File: src/rtl/win_scan_if.sv
// Window stream interface for win_scan.
//   win_valid : producer has a window on win_out
//   win_ready : consumer accepts the window this cycle
//   win_out   : K x K window, row r element j at [(r*K+j)*PW +: PW]
//   win_col   : centre column of the window on win_out
//   win_last  : window on win_out is the final one of the scan
// master = window producer (win_scan), slave = window consumer.
interface win_scan_if #(
    parameter int PW   = 8,
    parameter int NPIX = 12,
    parameter int K    = 3
);
    logic                      win_valid;
    logic                      win_ready;
    logic [K*K*PW-1:0]         win_out;
    logic [$clog2(NPIX)-1:0]   win_col;
    logic                      win_last;

    modport master (
        output win_valid,
        output win_out,
        output win_col,
        output win_last,
        input  win_ready
    );

    modport slave (
        input  win_valid,
        input  win_out,
        input  win_col,
        input  win_last,
        output win_ready
    );
endinterface

File: src/rtl/win_scan.sv
// win_scan: captures K image lines on start and emits one K x K window per
// column (step 1 or 2) over a valid/ready stream, zero-filling columns that
// fall outside the line and optionally blanking the top and/or bottom row.
//
// Ports:
//   clk      : single clock, all state on the rising edge
//   rstn     : synchronous active-low reset
//   start    : capture line_in/pad_top/pad_bot/stride and begin a scan (IDLE only)
//   line_in  : K lines, pixel p of line r at [(r*NPIX+p)*PW +: PW]
//   pad_top  : zero window row 0 for this scan
//   pad_bot  : zero window row K-1 for this scan
//   stride   : 0 = column step 1, 1 = column step 2
//   win      : window stream (master side), see win_scan_if
//   busy     : scan in progress (SCAN or DONE)
//   done     : one-cycle pulse when the scan ends
module win_scan #(
    parameter int PW   = 8,
    parameter int NPIX = 12,
    parameter int K    = 3
) (
    input  logic                 clk,
    input  logic                 rstn,
    input  logic                 start,
    input  logic [K*NPIX*PW-1:0] line_in,
    input  logic                 pad_top,
    input  logic                 pad_bot,
    input  logic                 stride,
    win_scan_if.master           win,
    output logic                 busy,
    output logic                 done
);
    localparam int PAD = (K - 1) / 2;
    localparam int LW  = K * NPIX * PW;
    localparam int WW  = K * K * PW;
    localparam int CIW = $clog2(NPIX);
    // Two spare bits so col + step past the end of the line never wraps
    // back into a valid column.
    localparam int CW  = CIW + 2;

    typedef enum logic [1:0] {IDLE, SCAN, DONE} state_t;

    state_t          state_q;
    state_t          state_nxt;

    logic [LW-1:0]   lines_p0;
    logic            pad_top_p0;
    logic            pad_bot_p0;
    logic            stride_p0;
    logic [CW-1:0]   col_p1;

    logic            capture;
    logic [CW-1:0]   col_nxt;
    logic [WW-1:0]   win_nxt;
    logic            valid_nxt;
    logic            last_nxt;
    logic            busy_nxt;
    logic            done_nxt;

    // Assemble the window centred on col; out-of-line pixels and padded rows are zero.
    function automatic logic [WW-1:0] build_win(input logic [LW-1:0] lines,
                                                input logic [CW-1:0] col,
                                                input logic          pt,
                                                input logic          pb);
        logic [WW-1:0] w;
        int            idx;
        w = '0;
        for (int r = 0; r < K; r++) begin
            for (int j = 0; j < K; j++) begin
                idx = int'(col) - PAD + j;
                if (idx >= 0 && idx < NPIX && !(r == 0 && pt) && !(r == K - 1 && pb))
                    w[(r*K+j)*PW +: PW] = lines[(r*NPIX+idx)*PW +: PW];
            end
        end
        return w;
    endfunction

    function automatic logic [CW-1:0] step_col(input logic [CW-1:0] col, input logic st);
        return col + (st ? CW'(2) : CW'(1));
    endfunction

    // A column is the last one when the next step would leave the line.
    function automatic logic is_last(input logic [CW-1:0] col, input logic st);
        return (int'(col) + (st ? 2 : 1)) > (NPIX - 1);
    endfunction

    always_ff @(posedge clk) begin
        if (!rstn) state_q <= IDLE;
        else       state_q <= state_nxt;
    end

    always_comb begin
        state_nxt = state_q;
        unique case (state_q)
            IDLE:    if (start) state_nxt = SCAN;
            SCAN:    if (win.win_valid && win.win_ready && win.win_last) state_nxt = DONE;
            DONE:    state_nxt = IDLE;
            default: state_nxt = IDLE;
        endcase
    end

    // Next values of the registered outputs; held by default so a stalled
    // window stays stable on the stream.
    always_comb begin
        capture   = 1'b0;
        col_nxt   = col_p1;
        win_nxt   = win.win_out;
        valid_nxt = win.win_valid;
        last_nxt  = win.win_last;
        busy_nxt  = (state_nxt != IDLE);
        done_nxt  = (state_nxt == DONE);
        unique case (state_q)
            IDLE: begin
                valid_nxt = 1'b0;
                last_nxt  = 1'b0;
                if (start) begin
                    // First window comes straight from the inputs being captured.
                    capture   = 1'b1;
                    col_nxt   = '0;
                    win_nxt   = build_win(line_in, '0, pad_top, pad_bot);
                    valid_nxt = 1'b1;
                    last_nxt  = is_last('0, stride);
                end
            end
            SCAN: begin
                if (win.win_valid && win.win_ready) begin
                    if (win.win_last) begin
                        valid_nxt = 1'b0;
                        last_nxt  = 1'b0;
                    end else begin
                        col_nxt  = step_col(col_p1, stride_p0);
                        win_nxt  = build_win(lines_p0, col_nxt, pad_top_p0, pad_bot_p0);
                        last_nxt = is_last(col_nxt, stride_p0);
                    end
                end
            end
            default: begin
                valid_nxt = 1'b0;
                last_nxt  = 1'b0;
            end
        endcase
    end

    // p0: captured scan configuration / p1: current column and output window
    always_ff @(posedge clk) begin
        if (!rstn) begin
            lines_p0      <= '0;
            pad_top_p0    <= 1'b0;
            pad_bot_p0    <= 1'b0;
            stride_p0     <= 1'b0;
            col_p1        <= '0;
            win.win_valid <= 1'b0;
            win.win_out   <= '0;
            win.win_col   <= '0;
            win.win_last  <= 1'b0;
            busy          <= 1'b0;
            done          <= 1'b0;
        end else begin
            if (capture) begin
                lines_p0   <= line_in;
                pad_top_p0 <= pad_top;
                pad_bot_p0 <= pad_bot;
                stride_p0  <= stride;
            end
            col_p1        <= col_nxt;
            win.win_valid <= valid_nxt;
            win.win_out   <= win_nxt;
            win.win_col   <= col_nxt[CIW-1:0];
            win.win_last  <= last_nxt;
            busy          <= busy_nxt;
            done          <= done_nxt;
        end
    end
endmodule

File: src/flat_wrapper.sv
// flat-port wrapper written by rule: the top's interface ports become plain ports
module win_scan_flat 
#(
    parameter int PW   = 8,
    parameter int NPIX = 12,
    parameter int K    = 3
)
  (clk, rstn, start, line_in, pad_top, pad_bot, stride, busy, done, win_win_valid, win_win_out, win_win_col, win_win_last, win_win_ready);
  win_scan_if #(.PW(PW), .NPIX(NPIX), .K(K)) win_i ();
  input  logic clk;
  input  logic rstn;
  input  logic start;
  input  logic [K*NPIX*PW-1:0] line_in;
  input  logic pad_top;
  input  logic pad_bot;
  input  logic stride;
  output logic busy;
  output logic done;
  output wire logic [$bits(win_i.win_valid)-1:0] win_win_valid;
  output wire logic [$bits(win_i.win_out)-1:0] win_win_out;
  output wire logic [$bits(win_i.win_col)-1:0] win_win_col;
  output wire logic [$bits(win_i.win_last)-1:0] win_win_last;
  input wire logic [$bits(win_i.win_ready)-1:0] win_win_ready;
  assign win_win_valid = win_i.win_valid;
  assign win_win_out = win_i.win_out;
  assign win_win_col = win_i.win_col;
  assign win_win_last = win_i.win_last;
  assign win_i.win_ready = win_win_ready;
  win_scan #(.PW(PW), .NPIX(NPIX), .K(K)) u_core (.clk(clk), .rstn(rstn), .start(start), .line_in(line_in), .pad_top(pad_top), .pad_bot(pad_bot), .stride(stride), .win(win_i), .busy(busy), .done(done));
endmodule
File: config.mk
export PLATFORM = sky130hd
export DESIGN_NAME = win_scan_flat
export DESIGN_NICKNAME = d
export VERILOG_FILES = /design/src/rtl/win_scan_if.sv /design/src/rtl/win_scan.sv /design/src/flat_wrapper.sv
export SDC_FILE = /design/constraint.sdc
export NUM_CORES = 1
export LEC_CHECK = 0
export CORE_UTILIZATION = 45
export CTS_CLUSTER_SIZE = 25
export DETAILED_ROUTE_END_ITERATION = 8
export HOLD_SLACK_MARGIN = 0.1
export PLACE_DENSITY = 0.73
export SETUP_SLACK_MARGIN = 0.02
export SLEW_MARGIN = 20
export SYNTH_ARGS = -nofsm -noshare
export SYNTH_HDL_FRONTEND = slang
export SYNTH_SLANG_ARGS = --single-unit
File: constraint.sdc
create_clock -name clk -period 17.1 [get_ports clk]
set_input_delay 1.71 -clock clk [delete_from_list [all_inputs] [get_ports clk]]
set_output_delay 1.71 -clock clk [all_outputs]
set_load 0.02 [all_outputs]
==> Yosys cells after proc, flatten, opt, wreduce, memory -nomap -nowiden <==
Cells that the tools add are included.
{ "totals": {"reg_bits": 375, "latch_bits": 0, "ram_bits": 0, "romBits": 0, "inputBits": 295, "word_cells": 100, "n_memories": 0} }
{ "op_classes": {"addsub": 11, "multipliers": 0, "n_div": 0, "order_cmp": 8, "n_eq_ne": 6, "shifts": 9, "muxes": 36, "bitwise_logic": 0, "n_reduce_logical": 18} }
{ "op_table": {"columns": ["op", "count"], "rows": [
  ["$shiftx A288 B32 Y8", 8],
  ["$shiftx A288 B10 Y8", 1],
  ["$mux W72", 3],
  ["$pmux W72 S2", 1],
  ["$mux W8", 13],
  ["$ge A32 B1 Y1 const B", 2],
  ["$gt A32 B5 Y1 const B", 2],
  ["$lt A32 B5 Y1 const B", 2],
  ["$add A5 B29 Y29 const A", 2],
  ["$add A6 B29 Y29 const A", 2],
  ["$add A7 B32 Y32", 1],
  ["$mux W6", 3],
  ["$pmux W6 S2", 1],
  ["$logic_and A1 B1 Y1", 11],
  ["$mux W2", 5],
  ["$add A5 B7 Y8 const A", 1],
  ["$add A6 B7 Y8 const A", 1],
  ["$add A7 B2 Y8 const B", 1],
  ["$add A7 B3 Y8 const B", 1],
  ["$ge A7 B1 Y1 const B", 1],
  ["$lt A7 B5 Y1 const B", 1],
  ["$mux W1", 7],
  ["$sub A6 B1 Y7 const B", 1],
  ["$add A6 B6 Y6", 1],
  ["other kinds (11)", 16]
]} }

==> Logic depth before layout (Yosys ltp) <==
{ "depth": {"depth_word": 11, "depth_mapped": 27, "ltp_nobuf": 19} }

==> Least setup slack after synthesis <==
No wires, ideal clock.
{ "synth_path": {"kind": "flip-flop to flip-flop", "startpoint": "register u_core.stride_p0", "endpoint": "register u_core.win.win_out[41]", "setup_time_ns": 0.128, "t_arrival_ns": 6.350, "required_time_ns": 16.972, "path_slack_ns": 10.622, "stages_incl_launch_ff": 28, "path_buffers": 14, "period_less_slack_ns": 6.478, "cell_sequence": "dfxtp_1 inv_1 ha_1 buf_2 inv_1 buf_2 buf_2 buf_2 buf_2 ha_1 buf_2 buf_2 buf_2 buf_2 inv_1 ha_1 clkbuf_1 xnor2_2 buf_2 buf_1 ha_1 clkbuf_1 clkbuf_1 mux4_2 o221ai_1 o21ai_0 nand3_1 a21oi_1"} }
{ "synth_between": {"elab_chain_cells": 10} }
{ "synth_lines": {"columns": ["item", "line_no", "rtl"], "rows": [
  ["start: declaration", "win_scan.sv:48", "logic stride_p0;"],
  ["start signal: assignment", "win_scan.sv:162", "stride_p0 <= stride;"],
  ["$mux W2 (*)", "win_scan.sv:78", "return col + (st ? CW'(2) : CW'(1));"],
  ["$add A6 B6 Y6 (*)", "win_scan.sv:78", null],
  ["$sub A6 B1 Y7 (*)", "win_scan.sv:69", "idx = int'(col) - PAD + j;"],
  ["$add A7 B3 Y8 (*)", "win_scan.sv:69", null],
  ["$add A5 B29 Y29, or another cell as far along", "win_scan.sv:71", "w[(r*K+j)*PW +: PW] = lines[(r*NPIX+idx)*PW +: PW];"],
  ["$shiftx A288 B32 Y8 or $logic_and A1 B1 Y1 (tied branches)", "win_scan.sv:71, win_scan.sv:70", null],
  ["$mux W8 (*)", "win_scan.sv:70", "if (idx >= 0 && idx < NPIX && !(r == 0 && pt) && !(r == K - 1 && pb))"],
  ["$mux W72 (*)", "win_scan.sv:126", "if (win.win_last) begin"],
  ["$mux W72 (*)", "win_scan.sv:125", "if (win.win_valid && win.win_ready) begin"],
  ["$pmux W72 S2 (*)", "win_scan.sv:111", "unique case (state_q)"],
  ["end signal: assignment", "win_scan.sv:166", "win.win_out <= win_nxt;"],
  ["end: declaration", "win_scan_if.sv:21", "output win_out,"]
]} }
Every way passes the cells marked *; elsewhere a longest branch is shown, timed or not. The select of a mux whose other input is x is not followed.
A chain may end at the register's enable or synchronous reset.

==> Final worst setup path <==
{ "layout_path": {"startpoint": "register u_core.stride_p0", "endpoint": "register u_core.win.win_out[45]"} }
Same word-level chain as after synthesis.

==> flow_summary.toml <==
[logic_synthesis]
synth_cells = 2909
synth_xor_area_share_pct = 1.30
synth-compound-area-share_pct = 18.9
ys.warnings.count = 0
synthAdderAreaFrac_pct = 1.33
async_flop_share_pct = 0
ys.flop_type = "dfxtp_1"
ys_ff_latch = 375
synth_cell_types = 79
netlist_area_um2 = 27500
synth_fp_nets = 3232
synth_top_family_by_area = "multiplexers"
synth-seq-area-share_pct = 27.3
syn_avg_cell_area_um2 = 9.44
synth_edf_count = 0
muxShareOfSynthArea_pct = 31.6
synth-simple-area-share_pct = 15.3

[timing]
worst_pin_slew_ns = 1.39
period_share_pct = 40.5
rsz0062_at_grt = "no"
setup_viol = 0
final.setup.worst_slack_ns = 10.17
slew_viol_final = 0
layout_min_cycle_time_ns = 6.93
skew_ns = 0.0308
max_freq_mhz = 144
max_slew_margin_pct = 6.43
final-hold-violation-count = 0
setup_tns_ns = 0

[route]
drc_errors = 0
via_count = 26800
drt_wl_total_mm = 131
post_drt_via_cell_ratio = 6.83
wl_per_cell_um = 33.5
antenna_left = 0
dr.first_iter.drc_count = 3611
dr.pass1.iters = 6

[layout]
layout_common_cells = "811 x nand2_1, 375 x dfxtp_1, 373 x clkdlybuf4s50_1"
fill_cells = 5330
nNetsFinal = 3431
layout-drive-gt1-share_pct = 15.8
final_common_cell = "nand2_1"
syn_to_final_growth_pct = 20.3

[worst_hold_path]
min_from = "u_core.win.win_out[50]"
holdCritPathClass = "register to register"
holdPathStages = 1
hold_end = "u_core.win.win_out[50]"

[flow_run]
max_cap_viol_count = 0

[die]
die_area_um2 = 62000
fp.dieW_um = 249
ios = 375
rows = 90
initial_core_util_pct = 45.5
die_y_um = 249
fp.coreArea_um2 = 60400

[pwr]
leakage_nw = 11.8
power_mw = 2.95
vdd_drop_max_uv = 71.8
p_per_area_nw_per_um2 = 89.4

[clock_network]
cts-root-buf = "clkbuf_16"
cts_sinks = 375
cts.hold.buffers_added = 0
cts.clk_slew.worst_paths_ns = 0.07
cts_tree = "done"
ctsResizeCount = 0
clockBufferDepth = 3
htree_levels = 2
numCtsBuffers = 42
post_cts_buffers = 0
clk_latency_ns = 0.60

[global_route]
use_met1_pct = 57.3
grt_overflow = 0
grt_start_max_net_pins = 127
grt_pass1_wl_mm = 186
antenna_found_initial = 8
grt_usage_pct = 41.6
top_usage_layer = "met2"
gr-usage-met2_pct = 61.8
met3_usage_pct = 12.3
first_global_vias = 25300

[worst_setup_path]
r2r_cells = 15
endpoint_kind = "register"
crit_path_max_fanout = 26
r2r_end = "u_core.win.win_out[45]"
r2r-start = "u_core.stride_p0"
worstPathRequired_ns = 17.64
worstPathArrival_ns = 7.47
cp-start-kind = "register"
critical_path_class = "register to register"
setup.reg_to_reg.worst_slack_ns = 10.17

[place]
port_buffers = 374
gp_congestion = 1.07
dpl.hpwl_mm = 102
dp_slack_ns = 10.35

[run_status]
outcome = "completed"
-- how the worst max path moves through the flow --
stage	from	to	slack, ns	cells after the start
6_report	u_core.stride_p0	u_core.win.win_out[45]	10.17	15
5_1_grt	u_core.stride_p0	u_core.win.win_out[41]	9.89	15
4_1_cts	u_core.stride_p0	u_core.win.win_out[45]	10.31	15
3_5_place_dp	u_core.stride_p0	u_core.win.win_out[45]	10.35	15
3_3_place_gp	u_core.stride_p0	u_core.win.win_out[46]	10.42	15
2_1_floorplan	u_core.stride_p0	u_core.win.win_out[41]	10.62	27
-- synthesized netlist by cell type (20+ instances only) --
master	count	area share, %
nand2_1	812	11
dfxtp_1	375	27
mux4_2	326	27
a21boi_0	295	8.1
clkbuf_1	187	2.6
mux2i_1	118	4.3
o21ai_0	92	1.7
a21oi_1	79	1.4
buf_2	53	0.97
nand3_1	47	0.86
nor2_1	47	0.64
a32oi_1	35	1.1
ha_1	26	1.2
a22oi_1	24	0.66
buf_1	22	0.30
o22ai_1	20	0.46
-- stage by stage --
step                      hold WS, ns  instances  instance area (µm²)  util, %
after global routing            0.510       3922                33000     54.7
final                           0.486       3923                33000     54.7
after global placement          0.464       3846                31600     52.3
after CTS                       0.484       3922                33000     54.7
after floorplan                 0.460       2909                27500        -
after detailed placement        0.471       3846                31600     52.3
-- power breakdown --
| part | leakage, nW | switching [mW] | internal (mW) |
|---|---|---|---|
| sequential | 3.08 | 0.103 | 0.927 |
| combinational | 8.01 | 0.545 | 0.393 |
| clock | 0.718 | 0.399 | 0.584 |
| total | 11.8 | 1.05 | 1.90 |
-- cells by family (layout without fill, tap and decap cells) --
group                    Yosys count  in the layout
AO/OA/AOI/OAI                    718            718
XOR/XNOR                          29             29
adder cells (fa/ha/maj)           28             28
buffers and inverters            288            519
flip-flops                       375            375
multiplexers                     456            456
other                              0              1
AND/OR/NAND/NOR                 1015           1015
-- metal layers --
metal,vias to the layer above,routed length [µm]
li1,11300,-
met1,13500,53000
met2,1734,56800
met3,268,15900
met4,12,5540
met5,-,87
-- layout make-up --
cell class	count	area [µm²]	area share (%)
diodes	1	2.50	0.00758
clock buffers	56	1150	3.50
clock inverters	20	303	0.917
inverters	20	81.3	0.246
multi-input cells	2246	18900	57.1
flip-flops and latches	375	7510	22.7
well taps	782	978	2.96
repair buffers	423	4140	12.5
-- state kept, by name (all words and copies together) (netlist names), 2 cells and up --
register and cells:
u_core.lines_p0 288, u_core.win.win_out 72, u_core.state_q 2, u_core.col_p1 6
-- critical path, stage by stage, from the launching register on --
cell and delay [ns]:
dfxtp_1 0.45, inv_1 0.17, ha_1 0.26, fa_4 1.04, buf_4 0.48, nor3_4 0.14
xnor2_4 0.71, inv_2 0.53, xnor2_2 0.26, inv_2 0.53, ha_1 0.31, xnor3_1 0.89
and4_1 0.42, nor2b_1 0.33, a221oi_1 0.13, a21oi_1 0.16
(Power assumes the default switching activity.)
